File: src/rtl/life_engine.sv
// Game-of-Life core: stores a ROWS x COLS grid, advances on a timer or step pulse, scans rows onto LEDs.
// Latency: a generation lands in cells 1 clk after its advance request; row_sel/leds_out decode with no added latency.
// Backpressure: none, every request is taken on the clock it arrives. Define LIFE_TORUS_EN for wrap-around edges.
module life_engine #(
  parameter int ROWS       = 8,
  parameter int COLS       = 8,
  parameter int GEN_TICKS  = 12_000_000,
  parameter int SCAN_TICKS = 1_000,
  parameter logic [ROWS*COLS-1:0] INIT = 64'h1C00
) (
  input  logic                 clk,
  input  logic                 rst,
  input  logic                 ena,
  input  logic                 step,
  input  logic                 load,
  input  logic [ROWS*COLS-1:0] load_data,
  output logic [ROWS*COLS-1:0] cells,
  output logic [ROWS-1:0]      row_sel,
  output logic [COLS-1:0]      leds_out,
  output logic                 gen_pulse,
  output logic [15:0]          gen_count,
  output logic                 extinct
);

  localparam int PR = ROWS + 2;
  localparam int PC = COLS + 2;
  localparam int GW = $clog2(GEN_TICKS);
  localparam int SW = (SCAN_TICKS > 1) ? $clog2(SCAN_TICKS) : 1;
  localparam int RW = $clog2(ROWS);

  logic [GW-1:0]        gen_timer;
  logic [SW-1:0]        scan_timer;
  logic [RW-1:0]        scan_row;
  logic [PR*PC-1:0]     pad;
  logic [ROWS*COLS-1:0] next_cells;
  logic                 timer_wrap;
  logic                 adv_req;

  // Grid framed by a one-cell border so every cell sees 8 in-range neighbours.
  for (genvar pr = 0; pr < PR; pr++) begin : g_pad_r
    for (genvar pc = 0; pc < PC; pc++) begin : g_pad_c
`ifdef LIFE_TORUS_EN
      localparam int SR = (pr + ROWS - 1) % ROWS;
      localparam int SC = (pc + COLS - 1) % COLS;
      assign pad[pr*PC + pc] = cells[SR*COLS + SC];
`else
      if (pr == 0 || pr == PR - 1 || pc == 0 || pc == PC - 1) begin : g_edge
        assign pad[pr*PC + pc] = 1'b0;
      end else begin : g_in
        assign pad[pr*PC + pc] = cells[(pr-1)*COLS + (pc-1)];
      end
`endif
    end
  end

  for (genvar r = 0; r < ROWS; r++) begin : g_row
    for (genvar c = 0; c < COLS; c++) begin : g_col
      logic [3:0] n;
      assign n = 4'(pad[ r   *PC + c]) + 4'(pad[ r   *PC + c+1]) + 4'(pad[ r   *PC + c+2])
               + 4'(pad[(r+1)*PC + c])                            + 4'(pad[(r+1)*PC + c+2])
               + 4'(pad[(r+2)*PC + c]) + 4'(pad[(r+2)*PC + c+1]) + 4'(pad[(r+2)*PC + c+2]);
      assign next_cells[r*COLS + c] = (n == 4'd3) || (cells[r*COLS + c] && n == 4'd2);
    end
  end

  assign timer_wrap = ena && (gen_timer == GW'(GEN_TICKS - 1));
  assign adv_req    = timer_wrap || (step && !ena);

  always_ff @(posedge clk) begin
    if (rst) begin
      cells      <= INIT;
      gen_count  <= 16'd0;
      gen_pulse  <= 1'b0;
      gen_timer  <= '0;
      scan_timer <= '0;
      scan_row   <= '0;
    end else begin
      if (scan_timer == SW'(SCAN_TICKS - 1)) begin
        scan_timer <= '0;
        scan_row   <= (scan_row == RW'(ROWS - 1)) ? '0 : scan_row + RW'(1);
      end else begin
        scan_timer <= scan_timer + SW'(1);
      end

      gen_pulse <= 1'b0;
      if (load) begin
        // A load discards any advance requested in the same cycle.
        cells     <= load_data;
        gen_count <= 16'd0;
        gen_timer <= '0;
      end else begin
        if (ena) gen_timer <= timer_wrap ? '0 : gen_timer + GW'(1);
        if (adv_req) begin
          cells     <= next_cells;
          gen_count <= gen_count + 16'd1;
          gen_pulse <= 1'b1;
        end
      end
    end
  end

  assign row_sel  = {{(ROWS-1){1'b0}}, 1'b1} << scan_row;
  assign leds_out = cells[scan_row*COLS +: COLS];
  assign extinct  = (cells == '0);

endmodule

File: config.mk
export PLATFORM = sky130hd
export DESIGN_NAME = life_engine
export DESIGN_NICKNAME = d
export VERILOG_FILES = /design/src/rtl/life_engine.sv
export SDC_FILE = /design/constraint.sdc
export NUM_CORES = 1
export LEC_CHECK = 0
export CORE_MARGIN = 2
export CORE_UTILIZATION = 41
export CTS_BUF_LIST = sky130_fd_sc_hd__clkbuf_4
export DETAILED_ROUTE_END_ITERATION = 7
export SYNTH_ARGS = -nofsm -noshare
export SYNTH_HDL_FRONTEND = slang
export SYNTH_SLANG_ARGS = --single-unit
File: constraint.sdc
create_clock -name clk -period 3.7 [get_ports clk]
set_clock_uncertainty 0.2 [all_clocks]
set_input_delay 0.74 -clock clk [delete_from_list [all_inputs] [get_ports clk]]
set_output_delay 0.74 -clock clk [all_outputs]
set_load 0.02 [all_outputs]
==> flow_metrics.env, run 1 <==
export IMPL_grt_max_degree=72
export IMPL_slew_headroom_pct=47.1
export IMPL_rows=68
export IMPL_drcViolationCount=0
export IMPL_synth_seq_cells=118
export IMPL_ys_top_cells_by_area="fa_1, dfxtp_1, ha_1, inv_1, nand2_1"
export IMPL_worstPathArrival_ns=4.07
export IMPL_synth_edf_count=0
export IMPL_synth_nets=1942
export IMPL_status="finished, violations left"
export IMPL_yosys_area_top_type="fa_1"
export IMPL_cts_tree="built"
export IMPL_syn_avg_cell_area_sq_um=9.39
export IMPL_drtIter0Drc=580
export IMPL_end_kind="flip-flop"
export IMPL_ios=167
export IMPL_fmax_ghz=0.267
export IMPL_yosys_area_top_type_share_pct=27.8
export IMPL_synthArstFlopShare_pct=0
export IMPL_use_met1_pct=33.2
export IMPL_synth_simple_area_share_pct=13.4
export IMPL_overflow=0
export IMPL_dp_final_hpwl_mm=33.0
export IMPL_synthMuxAreaShare_pct=2.77
export IMPL_grt_usage_pct=24.9
export IMPL_hold_class="flip-flop to flip-flop"
export IMPL_start_util_pct=41.2
export IMPL_cts_buffer_depth=2
export IMPL_globalplace_congestion=0.847
export IMPL_fin_nets=2241
export IMPL_firstDrtPassIters=5
export IMPL_grtUsageMet3_pct=4.80
export IMPL_clk_latency_ns=0.62
export IMPL_antenna_found_initial=2
export IMPL_crit_type="flip-flop to flip-flop"
export IMPL_setup_viol=3
export IMPL_layout_drive_gt1_share_pct=20.6
export IMPL_core_area_sq_mm=0.0343
export IMPL_synth_top_family_by_area="adder cells"
export IMPL_p_per_area_mw_per_mm2=798
export IMPL_critPathLaunchType="flip-flop"
export IMPL_cts_max_level=4
export IMPL_hold_ws_ns=0.257
export IMPL_nFillCells=3115
export IMPL_die_h_microns=190
export IMPL_area_growth_pct=30.4
export IMPL_cap_violations=0
export IMPL_vdd_ir_drop_max_uv=405
export IMPL_syn_inst=1506
export IMPL_required_ns=4.02
export IMPL_yosysWarningCount=0
export IMPL_slew_violations=0
export IMPL_yosys_top_cells_count="inv_1, fa_1, ha_1"
export IMPL_leakage_uw=0.00825
export IMPL_final_core_util_pct=53.8
export IMPL_ys_flop_type="dfxtp_1"
export IMPL_synth_distinct_cells=57
export IMPL_hold_violations=0
export IMPL_wire_per_inst_microns=19.0
export IMPL_worst_slack_ns=-0.0452
export IMPL_yosysMostFrequentCell="inv_1"
export IMPL_die_w_microns=190
export IMPL_rsz0062_at_grt="yes"
export IMPL_met2_usage_pct=40.9
export IMPL_grt_pass1_wl_mm=69.0
export IMPL_busiest_layer="met2"
export IMPL_min_period_ns=3.75
export IMPL_min_period_over_period_pct=101
export IMPL_cts_root_buf="clkbuf_4"
export IMPL_cts_buffers=17
export IMPL_wl_mm=43.3
export IMPL_synth_adder_area_share_pct=42.9
export IMPL_synth_seq_area_share_pct=16.7
export IMPL_io_buffers=166
export IMPL_grt_pass1_vias=12500
export IMPL_worst_pin_slew_ns=0.793
export IMPL_dieArea_sq_mm=0.0360
export IMPL_crit_fanout=3
export IMPL_clkTransAtPathRegs_ns=0.14
export IMPL_holdBufCountCts=0
export IMPL_synth_compound_area_share_pct=12.8
export IMPL_vias=12200
export IMPL_violations="negative setup slack"
export IMPL_cts_sinks=118
export IMPL_viasPerCell=5.36
export IMPL_synth_xor_area_share_pct=1.86
export IMPL_syn_cell_area_sq_mm=0.0141
export IMPL_antenna_left=0
export IMPL_post_place_ws_ns=-0.0726
-- per-layer routing --
layer  up-vias  share of wire (%)  wire length, microns
li1       5759                  -                     -
met4         0                2.9                  1260
met3        71                5.7                  2450
met5         -                  0                     0
met1      6048                 44                 19200
met2       322                 47                 20400
-- timing repair --
action / 4_1_cts / 5_1_grt
gates resized for setup: 44 / 59
pin swaps: 19 / 46
setup endpoints to repair: 25 / 33
setup buffers: 14 / 25
-- cell families (layout without fill, tap and decap cells) --
| family | after synthesis | in the layout |
|---|---|---|
| xor+xnor | 30 | 30 |
| simple gates | 366 | 366 |
| mux | 19 | 19 |
| other cells | 0 | 5 |
| compound gates | 251 | 251 |
| fa+ha+maj | 367 | 367 |
| flops | 118 | 118 |
| buf+inv | 355 | 666 |
-- where the power goes --
part	internal (uW)	total, uW	switching, uW
logic	5380	11800	6410
clock network	541	1170	634
registers	1540	1750	210
total	7460	14700	7260
-- critical path: stages, from the launching register on --
cell and delay [ns]:
dfxtp_4 0.38, clkinvlp_4 0.10, buf_4 0.16, fa_1 0.47
fa_1 0.50, fa_1 0.49, inv_1 0.05, ha_2 0.18
fa_1 0.54, inv_1 0.06, o41ai_2 0.20, a31oi_1 0.07
o31a_1 0.11, nor3_1 0.13
-- final timing paths --
kind	start	to	slack (ns)	depth (start not counted)
min	scan_timer[0]	scan_timer[0]	0.26	1
max	cells[44]	cells[52]	-0.05	13
max reg2reg	cells[44]	cells[52]	-0.05	13
min reg2reg	scan_timer[0]	scan_timer[0]	0.26	1
-- stage by stage --
| step | power [uW] | TNS, ns | instances | area, sq um |
|---|---|---|---|---|
| after CTS | 14200 | -0.00306 | 2247 | 18000 |
| after floorplan | 9340 | -0.200 | 1506 | 14400 |
| after detailed placement | 12600 | -0.293 | 2202 | 17400 |
| after global routing | 16600 | -2.53 | 2277 | 18400 |
| after global placement | 12100 | 0 | 2202 | 17400 |
| final | 14700 | -0.0477 | 2277 | 18400 |
-- cells in the final DEF, fill, tap and decap left out, types with 10 or more instances in the layout --
| cell type | count |
|---|---|
| a211oi_1 | 36 |
| a21oi_1 | 37 |
| a221oi_1 | 23 |
| a31oi_1 | 43 |
| and3_1 | 10 |
| buf_4 | 169 |
| clkbuf_4 | 17 |
| clkdlybuf4s50_1 | 155 |
| clkinvlp_4 | 25 |
| dfxtp_1 | 79 |
| dfxtp_2 | 18 |
| dfxtp_4 | 21 |
| fa_1 | 191 |
| ha_1 | 156 |
| ha_2 | 12 |
| inv_1 | 257 |
| inv_2 | 12 |
| mux4_2 | 16 |
| nand2_1 | 120 |
| nand3_1 | 14 |
| nand3b_1 | 21 |
| nand4_1 | 20 |
| nor2_1 | 48 |
| nor3_1 | 45 |
| o21ai_0 | 15 |
| o31a_1 | 25 |
| o41ai_2 | 20 |
| or4_1 | 12 |
| xnor2_1 | 17 |
| xor2_1 | 13 |
-- layout make-up --
cell class              count  area (sq um)  area share (%)
diodes                      5          12.5          0.0679
clock buffers              17           128           0.692
clock inverters            14           196            1.07
inverters                 293          1190            6.45
multi-input cells        1033         10800            58.7
flip-flops and latches    118          2460            13.4
well taps                 455           569            3.09
repair buffers            342          3050            16.5
-- registers in the layout, indices dropped and copies added, names as in the netlist --
name / count
cells: 64
gen_count: 16
gen_timer: 24
gen_pulse: 1
scan_row: 3
scan_timer: 10
Note: power is estimated with default switching activity, not from simulation.
==> inputs of run 2 (changes only) <==
CORE_ASPECT_RATIO = 0.75   (was default)
CTS_CLUSTER_SIZE = 40   (was default)
SKIP_LAST_GASP = 1   (was default)
==> flow_metrics.env, run 2 (synthesis gave the netlist of run 1 again) <==
export IMPL_status="finished, violations left"
export IMPL_violations="negative setup slack"
export IMPL_viasPerCell=5.31
export IMPL_setup_viol=3
export IMPL_min_period_ns=3.75
export IMPL_dr_wl_met3_mm=2.91
export IMPL_cts_tree="built"
export IMPL_crit_reg2reg_launch="cells[45]"
export IMPL_rows=58
export IMPL_hold_class="flip-flop to flip-flop"
export IMPL_final_cell_area_sq_mm=0.0184
export IMPL_vias=12100
export IMPL_cts_buffers=17
export IMPL_cap_violations=0
export IMPL_top_register="cells"
export IMPL_cp_cell_sequence="clkinvlp_4 > buf_4 > fa_1 > fa_1 > fa_1 > inv_1 > ha_1 > fa_1 > inv_1 > o41ai_2 > a31oi_1 > o31a_1 > nor3_2"
export IMPL_crit_fanout=3
export IMPL_rsz0062_at_grt="yes"
export IMPL_vdd_ir_drop_max_uv=315
export IMPL_cts_root_buf="clkbuf_4"
export IMPL_min_period_over_period_pct=101
export IMPL_nFillCells=3118
export IMPL_grt_usage_pct=25.4
export IMPL_met1Wirelength_mm=20.3
export IMPL_rr_worst_depth=13
export IMPL_core_area_sq_mm=0.0337
export IMPL_fmax_ghz=0.266
export IMPL_globalplace_congestion=0.849
export IMPL_top_layer_used="met4"
export IMPL_hold_depth=1
export IMPL_r2r_slack_ns=-0.05
export IMPL_dp_final_hpwl_mm=33.6
export IMPL_cp_common_cell="fa_1"
export IMPL_dpl_cell_area_sq_mm=0.0175
export IMPL_worst_pin_slew_ns=0.622
export IMPL_wire_per_inst_microns=19.3
export IMPL_critPathLaunchType="flip-flop"
export IMPL_routed_wl_met2_mm=19.9
export IMPL_rr_endpoint="cells[46]"
export IMPL_antenna_found_initial=1
export IMPL_layout_drive_gt1_share_pct=19.8
export IMPL_start_util_pct=41.9
export IMPL_mostFrequentLayoutCell="inv_1"
export IMPL_reg_top3="cells: 64 flops, gen_timer: 24 flops, gen_count: 16 flops"
export IMPL_overflow=0
export IMPL_crit_buf_inv=4
export IMPL_cts_sinks=118
export IMPL_leakage_uw=0.00823
export IMPL_firstDrtPassIters=7
export IMPL_end_kind="flip-flop"
export IMPL_clkTransAtPathRegs_ns=0.12
export IMPL_wl_mm=43.8
export IMPL_dieArea_sq_mm=0.0360
export IMPL_regArea_sq_mm=0.00245
export IMPL_cts_buffer_depth=2
export IMPL_multi_input_area_sq_mm=0.0108
export IMPL_min_to="scan_timer[0]"
export IMPL_drcViolationCount=0
export IMPL_holdBufCountCts=0
export IMPL_slew_headroom_pct=58.5
export IMPL_worst_slack_ns=-0.0529
export IMPL_area_growth_pct=29.8
export IMPL_final_cell_mix="inv_1, fa_1, buf_4, ha_1, clkdlybuf4s50_1"
export IMPL_slew_violations=0
export IMPL_cts_max_level=4
export IMPL_critPathTopFamily="adder cells"
export IMPL_grt_max_degree=84
export IMPL_grt_pass1_vias=12500
export IMPL_hold_ws_ns=0.264
export IMPL_p_per_area_mw_per_mm2=786
export IMPL_antenna_left=0
export IMPL_grt_pass1_wl_mm=69.7
export IMPL_clk_latency_ns=0.63
export IMPL_largest_reg_flops=64
export IMPL_fin_nets=2246
export IMPL_die_h_microns=165
export IMPL_critPathMaxStageDelay_ns=0.50
export IMPL_ios=167
export IMPL_required_ns=4.02
export IMPL_cp_slowest_cell="fa_1"
export IMPL_die_w_microns=218
export IMPL_drtIter0Drc=671
export IMPL_hp_start="scan_timer[0]"
export IMPL_crit_type="flip-flop to flip-flop"
export IMPL_io_buffers=166
export IMPL_worstPathArrival_ns=4.07
export IMPL_hold_violations=0
## run 2: cell types whose count changed in the layout (fill, tap and decap cells not counted), sizes merged
| cell | delta |
|---|---|
| buf | +4 |
| bufinv | -3 |
| clkbuf | +1 |
| clkinv | +4 |
| clkinvlp | -1 |
| diode | -4 |
| dlygate4sd2 | +2 |
| dlymetal6s2s | -2 |
| inv | +1 |
## run 2: layout make-up
type,count,area share (%)
Clock inverter,15,0.695
Tap cell,450,3.07
Clock buffer,17,0.695
Multi-Input combinational cell,1033,58.7
Sequential cell,118,13.4
Timing Repair Buffer,347,17.0
Inverter,293,6.46
Antenna cell,1,0.0136
## run 2: metal layers
layer,GRT usage [%],vias to the layer above
met1,35.2,5949
li1,-,5759
met3,6.26,39
met4,5.66,0
met5,0,-
met2,40.2,336
## run 2: power by group
group / total, uW / switching (uW) / internal [uW]
combinational: 11700 / 6390 / 5340
sequential: 1720 / 187 / 1530
clock: 977 / 640 / 337
## run 2: worst max path at each step
stage | from | cells after the start | end | slack, ns
5_1_grt | cells[45] | 12 | cells[54] | -0.18
3_3_place_gp | cells[45] | 12 | cells[46] | 0.01
2_1_floorplan | cells[26] | 12 | cells[35] | -0.07
4_1_cts | cells[52] | 10 | extinct | -0.17
3_5_place_dp | cells[26] | 12 | cells[35] | -0.06
6_report | cells[45] | 13 | cells[46] | -0.05
## run 2: stage by stage
step	util (%)	instances	setup TNS [ns]	setup slack [ns]	total power (uW)
3_3_place_gp	51.8	2201	0	0.0133	12100
6_report	54.4	2274	-0.0823	-0.0529	14400
5_1_grt	54.4	2274	-2.89	-0.178	16300
2_1_floorplan	-	1506	-0.200	-0.0745	9340
4_1_cts	53.2	2250	-0.282	-0.170	13900
3_5_place_dp	51.8	2201	-0.257	-0.0574	12700
## run 2: repair_timing
action | in CTS | in global routing
buffers inserted | 17 | 23
setup endpoints to repair | 25 | 31
gates resized for setup | 35 | 57
pin swaps | 20 | 49
==> inputs of run 3 (changes only) <==
CTS_CLUSTER_SIZE = default   (was 40)
==> results of run 3 <==
The final DEF is identical to that of run 2; final timing and power are the same.
